`src/rtl/truth_table_sweeper.sv`:
```
// Steps a 3-input circuit through all 8 input vectors, samples its output after a
// programmable settle time and compares the captured truth table to an expected code.
module truth_table_sweeper #(
  parameter int SETTLE_CYCLES = 4
) (
  input  logic       clk,
  input  logic       rst,
  input  logic       start,
  input  logic [7:0] expected,
  input  logic       dut_out,
  output logic       in1,
  output logic       in2,
  output logic       in3,
  output logic       busy,
  output logic       done,
  output logic [7:0] measured,
  output logic [7:0] mismatch,
  output logic       pass
);

  typedef enum logic [1:0] {IDLE, DRIVE, DONE} state_t;

  localparam logic [7:0] LAST_CNT = 8'(SETTLE_CYCLES - 1);

  state_t     state, state_n;
  logic [2:0] idx;
  logic [7:0] cnt;
  logic [7:0] shadow, shadow_n;
  logic [7:0] exp_l;
  logic       sample, last_sample;

  assign sample      = (state == DRIVE) && (cnt == LAST_CNT);
  assign last_sample = sample && (idx == 3'd7);

  // Shadow including the bit being captured this cycle, so results can be
  // loaded on the edge into DONE and be visible during the done pulse.
  always_comb begin
    shadow_n = shadow;
    if (sample) shadow_n[idx] = dut_out;
  end

  always_ff @(posedge clk) begin
    if (rst) state <= IDLE;
    else     state <= state_n;
  end

  always_comb begin
    state_n        = state;
    busy           = 1'b0;
    done           = 1'b0;
    {in1, in2, in3} = 3'b000;
    case (state)
      IDLE:  if (start) state_n = DRIVE;
      DRIVE: begin
        busy            = 1'b1;
        {in1, in2, in3} = idx;
        if (last_sample) state_n = DONE;
      end
      DONE: begin
        done    = 1'b1;
        state_n = IDLE;
      end
      default: state_n = IDLE;
    endcase
  end

  always_ff @(posedge clk) begin
    if (rst) begin
      idx      <= 3'd0;
      cnt      <= 8'd0;
      shadow   <= 8'd0;
      exp_l    <= 8'd0;
      measured <= 8'd0;
      mismatch <= 8'd0;
      pass     <= 1'b0;
    end else if (state == IDLE) begin
      if (start) begin
        exp_l  <= expected;
        idx    <= 3'd0;
        cnt    <= 8'd0;
        shadow <= 8'd0;
      end
    end else if (state == DRIVE) begin
      shadow <= shadow_n;
      if (sample) begin
        cnt <= 8'd0;
        if (idx != 3'd7) idx <= idx + 3'd1;
      end else begin
        cnt <= cnt + 8'd1;
      end
      if (last_sample) begin
        measured <= shadow_n;
        mismatch <= shadow_n ^ exp_l;
        pass     <= (shadow_n == exp_l);
      end
    end
  end

endmodule
```
`config.mk`:
```
export PLATFORM = sky130hd
export DESIGN_NAME = truth_table_sweeper
export DESIGN_NICKNAME = d
export VERILOG_FILES = /design/src/rtl/truth_table_sweeper.sv
export SDC_FILE = /design/constraint.sdc
export NUM_CORES = 1
export LEC_CHECK = 0
export ABC_AREA = 1
export CORE_AREA = 2 2 91 93
export CTS_BUF_LIST = sky130_fd_sc_hd__clkbuf_2 sky130_fd_sc_hd__clkbuf_4 sky130_fd_sc_hd__clkbuf_8
export DETAILED_ROUTE_END_ITERATION = 6
export DIE_AREA = 0 0 93 95
export GPL_ROUTABILITY_DRIVEN = 0
export PLACE_DENSITY = 0.6
export SETUP_SLACK_MARGIN = 0.1
export SYNTH_ARGS = -nofsm -noshare
export SYNTH_HDL_FRONTEND = slang
export SYNTH_SLANG_ARGS = --single-unit
```
`constraint.sdc`:
```
create_clock -name clk -period 2.5 [get_ports clk]
set_input_delay 0.5 -clock clk [delete_from_list [all_inputs] [get_ports clk]]
set_output_delay 0.5 -clock clk [all_outputs]
set_load 0.005 [all_outputs]
```
**After elaboration in Yosys (flattened, before gate mapping)**

Cells that the tools add are included.

- $add $sub $neg: 2
- Order comparisons: 2
- Equal/unequal tests: 8
- Mux-type cells: 23
- Bitwise operators: 2
- Reductions and logical operators: 12

Operators by type and width:

| kind | count |
|---|---|
| two-way mux 8 bit | 7 |
| two-way mux 3 bit | 5 |
| adder 8 x 1 -> 8 bit, second input constant | 1 |
| bitwise mux 8 bit | 1 |
| equality test 8 x 2 -> 1 bit, second input constant | 1 |
| equality test 8 bit | 1 |
| bitwise XOR 8 bit | 1 |
| two-way mux 1 bit | 6 |
| AND reduction 2 bit | 3 |
| nonzero test 2 bit | 3 |
| < comparator 3 x 4 -> 1 bit, second input constant | 1 |
| two-way mux 2 bit | 2 |
| inequality test 2 bit, second input constant | 2 |
| one-hot mux 2 bit (2 select lines) | 1 |
| AND reduction 4 bit | 1 |
| adder 3 x 1 -> 3 bit, second input constant | 1 |
| demux 1 bit (select 3 bit) | 1 |
| equality test 3 bit, second input constant | 1 |
| >= comparator 3 x 1 -> 1 bit, second input constant | 1 |
| logical AND 1 bit | 3 |
| inequality test 3 bit, second input constant | 1 |
| AND reduction 3 bit | 1 |
| equality test 2 x 1 -> 1 bit, second input constant | 1 |
| equality test 2 bit, second input constant | 1 |
| 2 further kinds | 2 |

- Register bits after elaboration: 46
- Input port bits: 12
- Output and inout port bits: 22
- Word-level logic and storage cells: 57

**Longest topological paths before layout**

Gate-level depths: netlist of run 1.

- Depth after elaboration: 8
- Mapped depth: 13
- Mapped depth without buffers: 12

**Least setup slack after synthesis of run 1**

No wires, ideal clock.

- Path kind: register to register
- Start point: register cnt[0]
- End point: register pass
- Setup time: 0.070 ns
- Data arrival time: 1.497 ns
- Data required time: 2.430 ns
- Slack: 0.933 ns
- Stages on the path, launching flop included: 13
- Path buffers: 1
- Clock period less this slack: 1.567 ns
- Cells stage by stage: dfxtp_1 ha_1 nand2_1 nor2_1 nand3_4 buf_6 nand2_1 nand3_1 nand2_1 nand2_1 nor2_1 nand3_1 a21oi_1

- Word-level cells in the longest chain between the ends: 4
- Elaborated cells on any way between the ends: 6
- Those cells by class: eq/ne: 2; mux: 1; reduce/logical: 3

Ends and longest elaborated chain:

| element | RTL line | text |
|---|---|---|
| from (decl) | 27 | `logic [7:0] cnt;` |
| from (signal assigned) | 89 | `cnt <= cnt + 8'd1;` |
| equality test 8 x 2 -> 1 bit (*) | 32 | `assign sample = (state == DRIVE) && (cnt == LAST_CNT);` |
| logical AND 1 bit (*) | 32 |  |
| two-way mux 8 bit or logical AND 1 bit (tied branches) | 39, 33 |  |
| equality test 8 bit or AND reduction 3 bit (tied branches) | n/a |  |
| to (signal assigned) | 94 | `pass <= (shadow_n == exp_l);` |
| to (decl) | 18 | `output logic pass` |

Mark *: on every way between the ends. The rest lies on a longest branch, timed or not.
A chain may end at the register's enable or synchronous reset.

**Worst setup path in the final report of run 1**

- Start point: register idx[0]
- End point: output port in3

- Word-level cells in the longest chain between the ends: 1

Ends and longest elaborated chain:

| element | RTL line | text |
|---|---|---|
| from (decl) | 26 | `logic [2:0] idx;` |
| from (signal assigned) | 87 | `if (idx != 3'd7) idx <= idx + 3'd1;` |
| two-way mux 1 bit | 52 | `case (state)` |
| to (decl) | 13 | `output logic in3,` |

Every way passes these cells.

==> run_summary.xml, run 1 <==
<?xml version="1.0" encoding="UTF-8"?>
<metrics>
  <group name="pwr">
    <metric name="p_leak" unit="nW">1.150</metric>
    <metric name="combPwrFrac" unit="%">8.9</metric>
    <metric name="p_sw_share" unit="%">24.95</metric>
    <metric name="clockPowerShare" unit="%">37.0</metric>
    <metric name="worst_ir_drop_vdd" unit="mV">0.2204</metric>
    <metric name="power-per-cell-area" unit="nW/um^2">492.5</metric>
    <metric name="power.switching" unit="W">0.0003492</metric>
    <metric name="cell_internal_pwr" unit="W">0.001050</metric>
    <metric name="seq_power_share" unit="%">54.1</metric>
  </group>
  <group name="floorplanning">
    <metric name="die-height" unit="um">95</metric>
    <metric name="placeable_area" unit="sq um">7928</metric>
    <metric name="num_io_pins" unit="">34</metric>
    <metric name="initial_core_util" unit="%">28.65</metric>
    <metric name="site_row_count" unit="">33</metric>
    <metric name="die_width" unit="um">93</metric>
    <metric name="die_area" unit="sq um">8835</metric>
  </group>
  <group name="finish">
    <metric name="final_net_count" unit="">382</metric>
    <metric name="non_filler_cells_in_the_finished_layout" unit="">473</metric>
    <metric name="antenna-diode-count" unit="">0</metric>
    <metric name="fill_cells" unit="">883</metric>
    <metric name="area.growth.synth_to_final" unit="%">25.12</metric>
    <metric name="final_layout_size_suffix_gt1_share" unit="%">7.880</metric>
  </group>
  <group name="grt">
    <metric name="grt_first_pass_wirelength" unit="um">9756</metric>
    <metric name="largest_net_degree_at_the_start_of_global_routing" unit="">29</metric>
    <metric name="top_usage_layer" unit="">met2</metric>
    <metric name="met2_usage" unit="%">23.43</metric>
    <metric name="grt.met1_usage" unit="%">17.38</metric>
    <metric name="overflow" unit="">0</metric>
    <metric name="use_met3" unit="%">2.235</metric>
    <metric name="gr-usage-all-layers" unit="%">14.02</metric>
    <metric name="grt_antenna_before_repair" unit="">0</metric>
    <metric name="first_global_vias" unit="">2138</metric>
  </group>
  <group name="timing">
    <metric name="clock.fmax" unit="MHz">463.9</metric>
    <metric name="setup_tns" unit="ns">0</metric>
    <metric name="tightestPinTransition" unit="ns">0.4289</metric>
    <metric name="clock-skew-final" unit="ns">0.01116</metric>
    <metric name="rsz0062_at_grt" unit="">no</metric>
    <metric name="final-hold-violation-count" unit="">0</metric>
    <metric name="final.min_clock_period" unit="ns">2.155</metric>
    <metric name="period_share" unit="%">86.22</metric>
    <metric name="slew-limit-headroom" unit="%">71.37</metric>
    <metric name="final-max-slew-violation-count" unit="">0</metric>
    <metric name="timing.final.setup_violations" unit="">0</metric>
  </group>
  <group name="routing">
    <metric name="firstDrtPassIters" unit="">4</metric>
    <metric name="drt-vias-per-instance" unit="">4.679</metric>
    <metric name="detail-route-antenna-nets" unit="">0</metric>
    <metric name="dr_total_vias" unit="">2213</metric>
    <metric name="wl_per_cell" unit="um">12.07</metric>
    <metric name="dr.first_iter.drc_count" unit="">153</metric>
    <metric name="drc" unit="">0</metric>
    <metric name="wl" unit="um">5709</metric>
  </group>
  <group name="logic_synthesis">
    <metric name="netlist_instances" unit="">331</metric>
    <metric name="ys_seq_elements" unit="">46</metric>
    <metric name="postSynthNetCount" unit="">346</metric>
    <metric name="synth-main-ff-cell" unit="">sky130_fd_sc_hd__dfxtp_1</metric>
    <metric name="synth-warning-count" unit="">0</metric>
    <metric name="synthArstFlopShare" unit="%">0</metric>
    <metric name="synth-edff-count" unit="">0</metric>
    <metric name="ys_types" unit="">29</metric>
    <metric name="post_synth_instance_area" unit="sq um">2271</metric>
    <metric name="syn_area_per_cell" unit="sq um">6.861</metric>
    <metric name="synth_sequential_area_ratio" unit="%">40.55</metric>
  </group>
  <group name="job">
    <metric name="max_cap_violations" unit="">0</metric>
  </group>
  <group name="clock_network">
    <metric name="worstSkewPairLatency" unit="ns">0.31</metric>
    <metric name="clkSlewWorstSetupHoldPaths" unit="ns">0.09</metric>
    <metric name="post_cts.repair.setup_buffers" unit="">0</metric>
    <metric name="tritoncts" unit="">yes</metric>
    <metric name="ctsHtreeMaxLevel" unit="">2</metric>
    <metric name="clkSinkCount" unit="">46</metric>
    <metric name="cts_inserted_buffers" unit="">5</metric>
    <metric name="clk_path_buf_depth" unit="">2</metric>
    <metric name="cts_resized" unit="">0</metric>
    <metric name="postCtsHoldBufs" unit="">0</metric>
    <metric name="cts-root-buf" unit="">sky130_fd_sc_hd__clkbuf_8</metric>
  </group>
  <group name="worst_setup_path">
    <metric name="criticalPathCategory" unit="">flop to primary output</metric>
    <metric name="timing.critical_path.fanout_max" unit="">10</metric>
    <metric name="timing.critical_path.required" unit="ns">2.00</metric>
    <metric name="critPathArrivalTime" unit="ns">1.66</metric>
    <metric name="timing.critical_path.from_type" unit="">flop</metric>
    <metric name="critical_path.endpoint_type" unit="">primary output</metric>
  </group>
  <group name="placed_design">
    <metric name="dp.final_hpwl" unit="um">4222</metric>
    <metric name="number_of_port_buffers" unit="">33</metric>
    <metric name="dp.cells" unit="">465</metric>
  </group>
  <group name="run_status">
    <metric name="result_of_the_run" unit="">finished, final reports clean</metric>
  </group>
  <group name="min_path">
    <metric name="min-delay-path-class" unit="">flop to flop</metric>
  </group>
</metrics>
## kinds of logic after synthesis
group	share of synthesized area, %
simple gates	32.23
compound gates	15.98
buf+inv	9.586
flops	40.55
fa+ha+maj	1.653
## sequential cells by signal, indices dropped and copies added (netlist names)
signal	cells
shadow	8
state	2
pass	1
idx	3
mismatch	8
cnt	8
measured	8
exp_l	8
## worst paths after layout
| path | start | end | slack (ns) | cells after the start |
|---|---|---|---|---|
| setup / recovery | idx[0] | in3 | 0.34 | 3 |
| hold / removal | shadow[5] | shadow[5] | 0.47 | 2 |
| setup reg to reg | cnt[0] | measured[2] | 0.54 | 9 |
| hold reg to reg | shadow[5] | shadow[5] | 0.47 | 2 |
## synthesized netlist by cell type, types with 2 or more instances
| master | count | area share (%) |
|---|---|---|
| sky130_fd_sc_hd__nand2_1 | 82 | 14 |
| sky130_fd_sc_hd__dfxtp_1 | 46 | 41 |
| sky130_fd_sc_hd__inv_1 | 39 | 6.4 |
| sky130_fd_sc_hd__nand3_1 | 36 | 7.9 |
| sky130_fd_sc_hd__a21oi_1 | 26 | 5.7 |
| sky130_fd_sc_hd__nor2_1 | 22 | 3.6 |
| sky130_fd_sc_hd__o21ai_0 | 21 | 4.6 |
| sky130_fd_sc_hd__nand4_1 | 7 | 1.9 |
| sky130_fd_sc_hd__a31oi_1 | 6 | 1.7 |
| sky130_fd_sc_hd__clkbuf_1 | 6 | 0.99 |
| sky130_fd_sc_hd__o211ai_1 | 6 | 2.0 |
| sky130_fd_sc_hd__buf_2 | 5 | 1.1 |
| sky130_fd_sc_hd__nand2_2 | 5 | 1.4 |
| sky130_fd_sc_hd__nor3_1 | 4 | 0.88 |
| sky130_fd_sc_hd__ha_1 | 3 | 1.7 |
| sky130_fd_sc_hd__o21bai_1 | 3 | 0.99 |
| sky130_fd_sc_hd__nor3b_1 | 2 | 0.66 |
## layout make-up
class	count	area, sq um	share of cell area, %
Multi-Input combinational cell	231	1135	39.94
Timing Repair Buffer	41	390.4	13.74
Inverter	42	158.9	5.592
Clock inverter	1	8.758	0.3082
Tap cell	105	131.4	4.624
Clock buffer	7	96.34	3.391
Sequential cell	46	920.9	32.41
## stage by stage
stage	power (W)	worst slack (ns)	hold slack [ns]	utilization (%)	cell area [sq um]
final	0.001399	0.3445	0.4709	35.84	2841
after global routing	0.001460	0.2061	0.5037	35.84	2841
after CTS	0.001418	0.2847	0.4735	35.84	2841
after detailed placement	0.0008992	0.2976	0.4605	34.52	2736
after global placement	0.0008975	0.3625	0.4509	34.52	2736
after floorplan	0.0008437	0.9328	0.4443	-	2271
## critical path, cell delays in order (launching register included)
cell and delay (ns):
sky130_fd_sc_hd__dfxtp_1 0.53, sky130_fd_sc_hd__nand3_1 0.17, sky130_fd_sc_hd__inv_1 0.14, sky130_fd_sc_hd__clkdlybuf4s50_1 0.51
## power by group through the flow
| stage | registers (W) | logic, W | clock network (W) |
|---|---|---|---|
| 4_1_cts | 0.000757 | 0.000125 | 0.000535 |
| 5_1_grt | 0.000760 | 0.000141 | 0.000559 |
| 3_5_place_dp | 0.000774 | 0.000125 | 0 |
| 2_1_floorplan | 0.000771 | 0.0000724 | 0 |
| 6_report | 0.000757 | 0.000124 | 0.000518 |
| 3_3_place_gp | 0.000774 | 0.000124 | 0 |
## metal layers
metal	part of all wire, %	vias to the layer above	wire length [um]
li1	-	1165	-
met1	48	987	2725
met2	45	47	2596
met3	3.9	14	221
met4	2.9	0	165
met5	0	-	0
## cell usage in the layout, fill, tap and decap left out
cell type,count
sky130_fd_sc_hd__nor2_2,2
sky130_fd_sc_hd__nor3b_1,2
sky130_fd_sc_hd__nand2_2,5
sky130_fd_sc_hd__o211a_1,1
sky130_fd_sc_hd__buf_4,8
sky130_fd_sc_hd__clkinv_1,1
sky130_fd_sc_hd__nor2_4,1
sky130_fd_sc_hd__a21oi_1,26
sky130_fd_sc_hd__inv_1,39
sky130_fd_sc_hd__clkbuf_8,7
sky130_fd_sc_hd__a31oi_1,6
sky130_fd_sc_hd__nand3_1,36
sky130_fd_sc_hd__o21ai_1,1
sky130_fd_sc_hd__nand2_1,82
sky130_fd_sc_hd__or2_2,1
sky130_fd_sc_hd__clkinv_2,1
sky130_fd_sc_hd__nor3_1,4
sky130_fd_sc_hd__clkdlybuf4s50_1,33
sky130_fd_sc_hd__o211ai_1,6
sky130_fd_sc_hd__inv_2,1
sky130_fd_sc_hd__o21bai_1,3
sky130_fd_sc_hd__clkinv_4,1
sky130_fd_sc_hd__o21ai_0,21
sky130_fd_sc_hd__a211oi_1,1
sky130_fd_sc_hd__nor2_1,21
sky130_fd_sc_hd__nor3_2,1
sky130_fd_sc_hd__ha_1,3
sky130_fd_sc_hd__dfxtp_1,46
sky130_fd_sc_hd__nand3_4,1
sky130_fd_sc_hd__nand4_1,7
No activity file was read; power rests on OpenSTA's default activity.
==> inputs of run 2 (changes only) <==
--- a/config.mk
+++ b/config.mk
@@ -11,7 +11,7 @@
 export DETAILED_ROUTE_END_ITERATION = 6
 export DIE_AREA = 0 0 93 95
 export GPL_ROUTABILITY_DRIVEN = 0
-export PLACE_DENSITY = 0.6
+export PLACE_DENSITY = 0.49
 export SETUP_SLACK_MARGIN = 0.1
 export SYNTH_ARGS = -nofsm -noshare
 export SYNTH_HDL_FRONTEND = slang
==> constraint.sdc (replaced) <==
create_clock -name clk -period 2.3 [get_ports clk]
set_input_delay 0.46 -clock clk [delete_from_list [all_inputs] [get_ports clk]]
set_output_delay 0.46 -clock clk [all_outputs]
set_load 0.005 [all_outputs]
==> run 2 against run 1 <==
Effect of this change: combinational power is 10% higher; wire length up 7.5%; via count down 1.6%; clock-buffer cell count is the same; core utilization is 0.13 points higher; flip-flop and latch count stayed put; die area stayed put; hold slack about the same; critical path depth unchanged; sequential share of layout area decreased by 0.11 points; critical path type unchanged; critical endpoint unchanged; highest routed layer unchanged.
==> run_summary.xml, run 2 (synthesis results as in run 1) <==
<?xml version="1.0" encoding="UTF-8"?>
<metrics>
  <group name="run_status">
    <metric name="result_of_the_run" unit="">finished, final reports clean</metric>
  </group>
  <group name="clock_network">
    <metric name="worstSkewPairLatency" unit="ns">0.29</metric>
    <metric name="clk_path_buf_depth" unit="">2</metric>
    <metric name="cts-root-buf" unit="">sky130_fd_sc_hd__clkbuf_8</metric>
    <metric name="tritoncts" unit="">yes</metric>
    <metric name="ctsHtreeMaxLevel" unit="">2</metric>
    <metric name="clkSinkCount" unit="">46</metric>
    <metric name="postCtsHoldBufs" unit="">0</metric>
    <metric name="clkSlewWorstSetupHoldPaths" unit="ns">0.09</metric>
    <metric name="post_cts.repair.setup_buffers" unit="">0</metric>
    <metric name="cts_inserted_buffers" unit="">5</metric>
  </group>
  <group name="timing">
    <metric name="final-max-slew-violation-count" unit="">0</metric>
    <metric name="final.min_clock_period" unit="ns">2.010</metric>
    <metric name="clock-skew-final" unit="ns">0.004566</metric>
    <metric name="timing.final.setup_violations" unit="">0</metric>
    <metric name="rsz0062_at_grt" unit="">no</metric>
    <metric name="setup_tns" unit="ns">0</metric>
    <metric name="tightestPinTransition" unit="ns">0.3961</metric>
    <metric name="slew-limit-headroom" unit="%">73.53</metric>
    <metric name="period_share" unit="%">87.37</metric>
    <metric name="clock.fmax" unit="MHz">497.6</metric>
    <metric name="final-hold-violation-count" unit="">0</metric>
  </group>
  <group name="worst_setup_path">
    <metric name="critical_path.endpoint_type" unit="">primary output</metric>
    <metric name="timing.critical_path.fanout_max" unit="">5</metric>
    <metric name="timing.critical_path.required" unit="ns">1.84</metric>
    <metric name="critPathArrivalTime" unit="ns">1.55</metric>
    <metric name="cpPeakStageDelay" unit="ns">0.52</metric>
    <metric name="criticalPathCategory" unit="">flop to primary output</metric>
    <metric name="timing.critical_path.from_type" unit="">flop</metric>
    <metric name="crit_start" unit="">state[0]</metric>
    <metric name="critical_path.slowest_cell" unit="">sky130_fd_sc_hd__clkdlybuf4s50_1</metric>
    <metric name="worst_r2r_path_depth" unit="">12</metric>
    <metric name="crit_path_cell_trace" unit="">nand3_1, inv_1, clkdlybuf4s50_1</metric>
    <metric name="crit-reg2reg-launch" unit="">cnt[0]</metric>
  </group>
  <group name="routing">
    <metric name="dr.first_iter.drc_count" unit="">200</metric>
    <metric name="wl_per_cell" unit="um">12.92</metric>
    <metric name="wl" unit="um">6135</metric>
    <metric name="drt-vias-per-instance" unit="">4.583</metric>
    <metric name="detail-route-antenna-nets" unit="">0</metric>
    <metric name="drc" unit="">0</metric>
    <metric name="firstDrtPassIters" unit="">4</metric>
    <metric name="dr_total_vias" unit="">2177</metric>
  </group>
  <group name="placed_design">
    <metric name="placed_area" unit="sq um">2751</metric>
    <metric name="dp.final_hpwl" unit="um">4425</metric>
    <metric name="number_of_port_buffers" unit="">33</metric>
  </group>
  <group name="pwr">
    <metric name="p_leak" unit="nW">1.157</metric>
    <metric name="worst_ir_drop_vdd" unit="mV">0.2475</metric>
    <metric name="power-per-cell-area" unit="nW/um^2">524.8</metric>
  </group>
  <group name="finish">
    <metric name="area.growth.synth_to_final" unit="%">25.56</metric>
    <metric name="mostFrequentLayoutCells" unit="">82 x sky130_fd_sc_hd__nand2_1, 46 x sky130_fd_sc_hd__dfxtp_1, 39 x sky130_fd_sc_hd__inv_1, 36 x sky130_fd_sc_hd__nand3_1, 33 x sky130_fd_sc_hd__clkdlybuf4s50_1</metric>
    <metric name="fill_cells" unit="">877</metric>
    <metric name="leading_cell_type_in_the_layout_fill_and_taps_excluded" unit="">sky130_fd_sc_hd__nand2_1</metric>
    <metric name="multi_input_comb_area" unit="sq um">1140</metric>
    <metric name="antenna-diode-count" unit="">0</metric>
    <metric name="flip_flop_and_latch_area" unit="sq um">920.9</metric>
    <metric name="final_cell_area" unit="sq um">2851</metric>
    <metric name="final_net_count" unit="">384</metric>
    <metric name="final_layout_size_suffix_gt1_share" unit="%">8.378</metric>
    <metric name="fin_util" unit="%">35.97</metric>
  </group>
  <group name="min_path">
    <metric name="min-delay-path-class" unit="">flop to flop</metric>
    <metric name="worst_hold_path.num_cells" unit="">2</metric>
    <metric name="worst_hold_startpoint" unit="">exp_l[5]</metric>
  </group>
  <group name="floorplanning">
    <metric name="site_row_count" unit="">33</metric>
    <metric name="num_io_pins" unit="">34</metric>
    <metric name="placeable_area" unit="sq um">7928</metric>
    <metric name="die_width" unit="um">93</metric>
    <metric name="initial_core_util" unit="%">28.65</metric>
    <metric name="die_area" unit="sq um">8835</metric>
    <metric name="die-height" unit="um">95</metric>
  </group>
  <group name="grt">
    <metric name="overflow" unit="">0</metric>
    <metric name="largest_net_degree_at_the_start_of_global_routing" unit="">23</metric>
    <metric name="gr-usage-all-layers" unit="%">14.42</metric>
    <metric name="grt_first_pass_wirelength" unit="um">9942</metric>
    <metric name="first_global_vias" unit="">1997</metric>
    <metric name="grt_antenna_before_repair" unit="">0</metric>
  </group>
  <group name="job">
    <metric name="max_cap_violations" unit="">0</metric>
  </group>
</metrics>
==> run 2: cell types whose count changed in the layout (fill, tap and decap cells not counted), sizes merged <==
| cell | delta |
|---|---|
| buf | +2 |
==> run 2: where the power goes <==
| group | total, W | leakage (nW) | internal [W] | switching, W |
|---|---|---|---|---|
| Combinational | 0.000137 | 0.733 | 0.0000527 | 0.0000842 |
| Clock | 0.000537 | 0.0517 | 0.000255 | 0.000281 |
| Sequential | 0.000823 | 0.373 | 0.000812 | 0.0000114 |
| Total | 0.00150 | 1.16 | 0.00112 | 0.000377 |
==> run 2: path summary, 6_finish.rpt <==
kind | to | slack, ns
hold reg to reg | exp_l[5] | 0.47
setup reg to reg | pass | 0.36
hold / removal | exp_l[5] | 0.47
setup / recovery | in3 | 0.29
==> run 2: metal layers <==
layer	vias up	wire length (um)	GRT usage [%]
met2	44	2741	23.13
met1	960	3070	20.14
li1	1168	-	-
met5	-	0	0
met4	0	66	3.676
met3	5	257	2.474
==> run 2: final cells by class <==
cell class                      count  share of cell area, %
Inverter                           42                  5.573
Tap cell                          105                  4.607
Clock buffer                        7                  3.159
Clock inverter                      1                 0.1755
Multi-Input combinational cell    231                  39.97
Timing Repair Buffer               43                  14.22
Sequential cell                    46                  32.29
==> run 2: per-stage QoR <==
step                      hold slack, ns  power (W)  instances  setup WS [ns]
after floorplan                   0.4443  0.0009171        331         0.7328
after global placement            0.4541  0.0009783        467         0.2430
after detailed placement          0.4613  0.0009797        467         0.1872
after CTS                         0.4743   0.001516        475         0.2884
after global routing              0.4958   0.001571        475         0.1686
final                             0.4710   0.001496        475         0.2904
==> run 2: worst max-delay path, delay by kind of cell (launching register included) <==
family	cells	cell delay, ns
buf+inv	2	0.67
simple gates	1	0.16
flops	1	0.42
==> run 2: repair_timing <==
item                                    in CTS  in global routing
endpoints found under the setup margin       0                  4
gates resized for setup                      0                  1
endpoints found under the hold margin        0                  0
==> inputs of run 3 (changes only) <==
--- a/config.mk
+++ b/config.mk
@@ -6,12 +6,13 @@
 export NUM_CORES = 1
 export LEC_CHECK = 0
 export ABC_AREA = 1
-export CORE_AREA = 2 2 91 93
+export ABC_CLOCK_PERIOD_IN_PS = 2300
+export CORE_AREA = 2 2 68 70
 export CTS_BUF_LIST = sky130_fd_sc_hd__clkbuf_2 sky130_fd_sc_hd__clkbuf_4 sky130_fd_sc_hd__clkbuf_8
 export DETAILED_ROUTE_END_ITERATION = 6
-export DIE_AREA = 0 0 93 95
+export DIE_AREA = 0 0 70 72
 export GPL_ROUTABILITY_DRIVEN = 0
-export PLACE_DENSITY = 0.49
+export PLACE_DENSITY = 0.79
 export SETUP_SLACK_MARGIN = 0.1
 export SYNTH_ARGS = -nofsm -noshare
 export SYNTH_HDL_FRONTEND = slang
==> run 3 against run 2 <==
Effect of this change: first-iteration DRC count shrank 14%; final cell count decreased by 11%; wire length down 12%; highest routed layer unchanged; setup slack worse by 0.051 ns; hold slack lost 0.0043 ns; total power grew 5.4%.
==> run_summary.xml, run 3 (synthesis results as in run 1) <==
<?xml version="1.0" encoding="UTF-8"?>
<metrics>
  <group name="timing">
    <metric name="tightestPinTransition" unit="ns">0.4151</metric>
    <metric name="final-hold-violation-count" unit="">0</metric>
    <metric name="clock-skew-final" unit="ns">0.004338</metric>
    <metric name="final.min_clock_period" unit="ns">2.060</metric>
    <metric name="final-max-slew-violation-count" unit="">0</metric>
    <metric name="clock.fmax" unit="MHz">485.4</metric>
    <metric name="setup_tns" unit="ns">0</metric>
    <metric name="slew-limit-headroom" unit="%">72.26</metric>
    <metric name="period_share" unit="%">89.57</metric>
    <metric name="timing.final.setup_violations" unit="">0</metric>
    <metric name="rsz0062_at_grt" unit="">no</metric>
  </group>
  <group name="grt">
    <metric name="gr-usage-all-layers" unit="%">22.93</metric>
    <metric name="met2_usage" unit="%">39.15</metric>
    <metric name="grt_antenna_before_repair" unit="">0</metric>
    <metric name="first_global_vias" unit="">2059</metric>
    <metric name="use_met3" unit="%">3.472</metric>
    <metric name="top_usage_layer" unit="">met2</metric>
    <metric name="grt_first_pass_wirelength" unit="um">9390</metric>
    <metric name="largest_net_degree_at_the_start_of_global_routing" unit="">20</metric>
    <metric name="overflow" unit="">0</metric>
    <metric name="grt.met1_usage" unit="%">30.40</metric>
  </group>
  <group name="floorplanning">
    <metric name="die_width" unit="um">70</metric>
    <metric name="initial_core_util" unit="%">53.26</metric>
    <metric name="die_area" unit="sq um">5040</metric>
    <metric name="placeable_area" unit="sq um">4264</metric>
    <metric name="site_row_count" unit="">24</metric>
    <metric name="die-height" unit="um">72</metric>
    <metric name="num_io_pins" unit="">34</metric>
  </group>
  <group name="routing">
    <metric name="dr_total_vias" unit="">2249</metric>
    <metric name="wl_per_cell" unit="um">12.71</metric>
    <metric name="drc" unit="">0</metric>
    <metric name="drt-vias-per-instance" unit="">5.304</metric>
    <metric name="dr.first_iter.drc_count" unit="">172</metric>
    <metric name="wl" unit="um">5390</metric>
    <metric name="detail-route-antenna-nets" unit="">0</metric>
    <metric name="firstDrtPassIters" unit="">4</metric>
  </group>
  <group name="clock_network">
    <metric name="cts_inserted_buffers" unit="">5</metric>
    <metric name="worstSkewPairLatency" unit="ns">0.30</metric>
    <metric name="clk_path_buf_depth" unit="">2</metric>
    <metric name="clkSlewWorstSetupHoldPaths" unit="ns">0.09</metric>
    <metric name="cts_resized" unit="">0</metric>
    <metric name="clkSinkCount" unit="">46</metric>
    <metric name="cts-root-buf" unit="">sky130_fd_sc_hd__clkbuf_8</metric>
    <metric name="ctsHtreeMaxLevel" unit="">2</metric>
    <metric name="tritoncts" unit="">yes</metric>
  </group>
  <group name="run_status">
    <metric name="result_of_the_run" unit="">finished, final reports clean</metric>
  </group>
  <group name="pwr">
    <metric name="p_leak" unit="nW">1.175</metric>
    <metric name="worst_ir_drop_vdd" unit="mV">0.4824</metric>
    <metric name="power-per-cell-area" unit="nW/um^2">559.7</metric>
  </group>
  <group name="worst_setup_path">
    <metric name="critPathArrivalTime" unit="ns">1.60</metric>
    <metric name="crit_path_cell_trace" unit="">inv_1, nand2_2, clkinv_2, clkdlybuf4s50_1</metric>
    <metric name="critical_path.endpoint_type" unit="">primary output</metric>
    <metric name="critical_path.slowest_cell" unit="">sky130_fd_sc_hd__clkdlybuf4s50_1</metric>
    <metric name="timing.critical_path.fanout_max" unit="">13</metric>
    <metric name="timing.critical_path.required" unit="ns">1.84</metric>
    <metric name="timing.critical_path.from_type" unit="">flop</metric>
    <metric name="criticalPathCategory" unit="">flop to primary output</metric>
    <metric name="cpPeakStageDelay" unit="ns">0.51</metric>
  </group>
  <group name="job">
    <metric name="max_cap_violations" unit="">0</metric>
  </group>
  <group name="finish">
    <metric name="mostFrequentLayoutCells" unit="">82 x sky130_fd_sc_hd__nand2_1, 46 x sky130_fd_sc_hd__dfxtp_1, 39 x sky130_fd_sc_hd__inv_1, 36 x sky130_fd_sc_hd__nand3_1, 33 x sky130_fd_sc_hd__clkdlybuf4s50_1</metric>
    <metric name="flip_flop_and_latch_area" unit="sq um">920.9</metric>
    <metric name="multi_input_comb_area" unit="sq um">1132</metric>
    <metric name="final_net_count" unit="">387</metric>
    <metric name="area.growth.synth_to_final" unit="%">24.08</metric>
    <metric name="final_cell_area" unit="sq um">2818</metric>
    <metric name="final_layout_size_suffix_gt1_share" unit="%">8.602</metric>
    <metric name="antenna-diode-count" unit="">0</metric>
    <metric name="fill_cells" unit="">381</metric>
    <metric name="leading_cell_type_in_the_layout_fill_and_taps_excluded" unit="">sky130_fd_sc_hd__nand2_1</metric>
  </group>
  <group name="min_path">
    <metric name="min-delay-path-class" unit="">flop to flop</metric>
  </group>
  <group name="placed_design">
    <metric name="dp.final_hpwl" unit="um">3897</metric>
    <metric name="number_of_port_buffers" unit="">33</metric>
    <metric name="placed_area" unit="sq um">2675</metric>
  </group>
</metrics>
==> run 3: final timing paths <==
kind                   from   endpoint  slack, ns  cells after the start
setup / recovery   state[1]       busy       0.24                      4
hold / removal    shadow[7]  shadow[7]       0.47                      2
setup reg to reg     cnt[0]       pass       0.40                     12
hold reg to reg   shadow[7]  shadow[7]       0.47                      2
==> run 3: metrics by stage <==
stage / std cells / hold WS, ns / worst slack, ns / total power, W / util, %
6_report: 424 / 0.4666 / 0.2399 / 0.001577 / 66.08
5_1_grt: 424 / 0.4938 / 0.1461 / 0.001635 / 66.08
4_1_cts: 420 / 0.4722 / 0.2588 / 0.001583 / 65.38
3_5_place_dp: 413 / 0.4593 / 0.3019 / 0.0009764 / 62.73
3_3_place_gp: 413 / 0.4530 / 0.3340 / 0.0009734 / 62.73
2_1_floorplan: 331 / 0.4443 / 0.7328 / 0.0009171 / -
==> run 3: final cells by class <==
cell class              count  area share (%)
flip-flops and latches     46           32.68
well taps                  52           2.309
inverters                  42           5.639
multi-input cells         231           40.19
clock inverters             1           1.066
clock buffers               6           2.931
repair buffers             46           15.19
==> run 3: worst max-delay path: cells and delay by family, from the launching register on <==
kind	cells	cell delay [ns]
and+or+nand+nor	1	0.12
DFF	1	0.36
buffers and inverters	3	0.81
==> run 3: report_power, final <==
part           internal, W  total, W  switching (W)
combinational    0.0000542  0.000136      0.0000818
sequential        0.000811  0.000823      0.0000115
clock             0.000348  0.000618       0.000270
total              0.00121   0.00158       0.000364
==> run 3: what timing repair did <==
item                       4_1_cts  5_1_grt
setup endpoints to repair        0        1
setup buffers                    0        4
hold buffers                     0        0
==> run 3: layer usage <==
layer | routed length (um) | part of all wire [%]
met1 | 2595 | 48
met2 | 2516 | 47
met3 | 218 | 4.0
met4 | 61 | 1.1
met5 | 0 | 0
==> RTL edit (config.mk and constraints of run 2) <==
Encoding of `state_t`: now one-hot (3 bits for 3 states).
--- a/src/rtl/truth_table_sweeper.sv
+++ b/src/rtl/truth_table_sweeper.sv
@@ -20,3 +20,3 @@
 
-  typedef enum logic [1:0] {IDLE, DRIVE, DONE} state_t;
+  typedef enum logic [2:0] {IDLE = 3'b001, DRIVE = 3'b010, DONE = 3'b100} state_t;
 
Behaviour: no difference found for any inputs over 10 cycles, from zero or initial values and one cycle with rst high; not proved beyond that.
==> RTL edit against run 2 <==
Fmax down 3.7%; power grew 17%; non-clock buffer count rose by 2; final area up 6.1%; utilization is 2.2 points higher; critical path type unchanged; setup slack lost 77 ps; die area did not move; routed wire length increased by 4.4%; area after synthesis up 6.2%; largest cell class unchanged; sequential cell count is 1 higher.
==> RTL edit: results (changes against run 2) <==
The run finished with clean final reports. The clock tree skew after final layout was 6.43 ps (+1.86 ps); the net count of the finished layout was 415 (+8.1%). The later pin in the worst-skew pair is clocked with a latency of 300 ps. The longest individual stage delay on the worst path was 510 ps; the post-cts resize count was 0 (unchanged).

The count of cell types in the netlist came out at 31 (+6.9%). The number of warning messages in the yosys log came out at 0 (unchanged). Counting instances in the post-synthesis netlist gives the leading cell types as 103 x nand2_1, 47 x dfxtp_1, 39 x inv_1. The maximum fanout encountered on the critical timing path is 10 (+5). The share of post-route cells with drive strength above 1 works out to 9.25% (+0.87 points).

Depth of the worst register-to-register path: 9 (-3). The terminating pin of the worst hold path is exp_l[3]. The number of buffers on the longest clock path was 2 (unchanged); the total iterations of the first detailed-routing run was 4 (unchanged). The slowest library cell on the worst path was dfxtp_1.

The logs give 39.0% (-1.5 points) for the sequential share of the synthesized area and 23 (unchanged) for the maximum number of pins on one net before global-route repair. The number of port buffers is 33 (unchanged), and the estimated wirelength of the detail-placed design is 4750 um (+7.2%). The initial antenna violation count came out at 0 (unchanged).

Largest vdd supply drop: 276 uV (+12%). For the register-to-register path setup slack, the log shows 340 ps (-20 ps). The synthesized netlist net count came out at 374 (+8.1%).

The detail-routed via count per cell is 4.70 (+2.6%). The slew at the pin closest to its max-slew limit works out to 392 ps (-3.80 ps). The tools report the H-tree depth as 2 (unchanged). The tools report the launch point of the worst hold path as exp_l[3]. Timing endpoint of the critical path: in3. The async set or reset register ratio after synthesis works out to 0% (unchanged). The tools report the global-route wire length before repair as 11,000 um (+10%).

The tools report the number of global-route vias before repair as 2,300 (+15%). By area the synthesized netlist is led by dfxtp_1 39%, nand2_1 16%, nand3_1 7.9%. Start point of the critical path: idx[0]. The startpoint identified for the worst register-to-register timing path is cnt[0].

Mean area per synthesized cell: 6.72 um2 (-2.1%). Type of the tightest min-delay check: reg -> reg. The total vias in the final route is 2,375 (+9.1%). The clock-pin transition on the worst setup and hold timing paths is 90 ps (about the same). The gate family responsible for the most delay along the worst path was buffers and inverters. The cell sitting at the root of the clock tree is a clkbuf_8. The switching share of power was 28.0% (+2.8 points). The routed wire length per instance was 12.7 um (-1.8%). The logs give 866 (-1.3%) for the count of filler cells inserted in the layout and 1.25 nW (+7.9%) for the static power due to leakage. The run gives 15.7% (+1.3 points) as the overall track demand over capacity in global routing. The detailed router's first-iteration violation count is 78 (-61%).

The arrival time of the worst setup path was 1630 ps (+80 ps); the cell count of the worst hold path was 2 (unchanged). Number of placed instances, taps included: 495 (+6.0%). In this run the critical register-to-register path is captured at mismatch[4].
RTL edit: final cells by class:
type	count	area share, %
clock inverter	2	1.24
tap	105	4.34
sequential	47	31.1
multi-input combinational	257	41.3
inverter	44	5.46
clock buffer	5	2.27
timing repair buffer	45	14.3
RTL edit: layer usage:
| layer | GRT usage, % | vias to the layer above | share of wire, % |
|---|---|---|---|
| met2 | 26.5 | 43 | 45 |
| met4 | 4.78 | 0 | 1.8 |
| li1 | - | 1250 | - |
| met3 | 3.27 | 12 | 3.9 |
| met5 | 0 | - | 0 |
| met1 | 20.2 | 1070 | 49 |
RTL edit: power by group through the flow:
stage / registers (W) / logic, W / clock network (W)
2_1_floorplan: 0.000884 / 0.000186 / 0
3_3_place_gp: 0.000898 / 0.000265 / 0
3_5_place_dp: 0.000897 / 0.000265 / 0
4_1_cts: 0.000878 / 0.000266 / 0.000632
5_1_grt: 0.000884 / 0.000305 / 0.000674
6_report: 0.000878 / 0.000267 / 0.000609
RTL edit: cell families (layout without fill, tap and decap cells):
| group | count (synthesis) | count (layout) | share of synthesized area (%) |
|---|---|---|---|
| buffers and inverters | 55 | 96 | 9.23 |
| xor gates and xnor gates | 1 | 1 | 0.363 |
| DFF | 47 | 47 | 39.0 |
| and+or+nand+nor | 186 | 186 | 34.2 |
| adders and majority gates | 3 | 3 | 1.56 |
| AOI/OAI and AO/OA | 67 | 67 | 15.6 |
RTL edit: metrics by stage:
| step | area [um2] | worst slack, ps | hold slack [ps] | power [W] |
|---|---|---|---|---|
| floorplan | 2410 | 694 | 444 | 0.00107 |
| global placement | 2880 | 201 | 460 | 0.00116 |
| detailed placement | 2880 | 209 | 463 | 0.00116 |
| CTS | 2990 | 147 | 477 | 0.00178 |
| global route | 3030 | 147 | 499 | 0.00186 |
| finish | 3030 | 214 | 473 | 0.00175 |
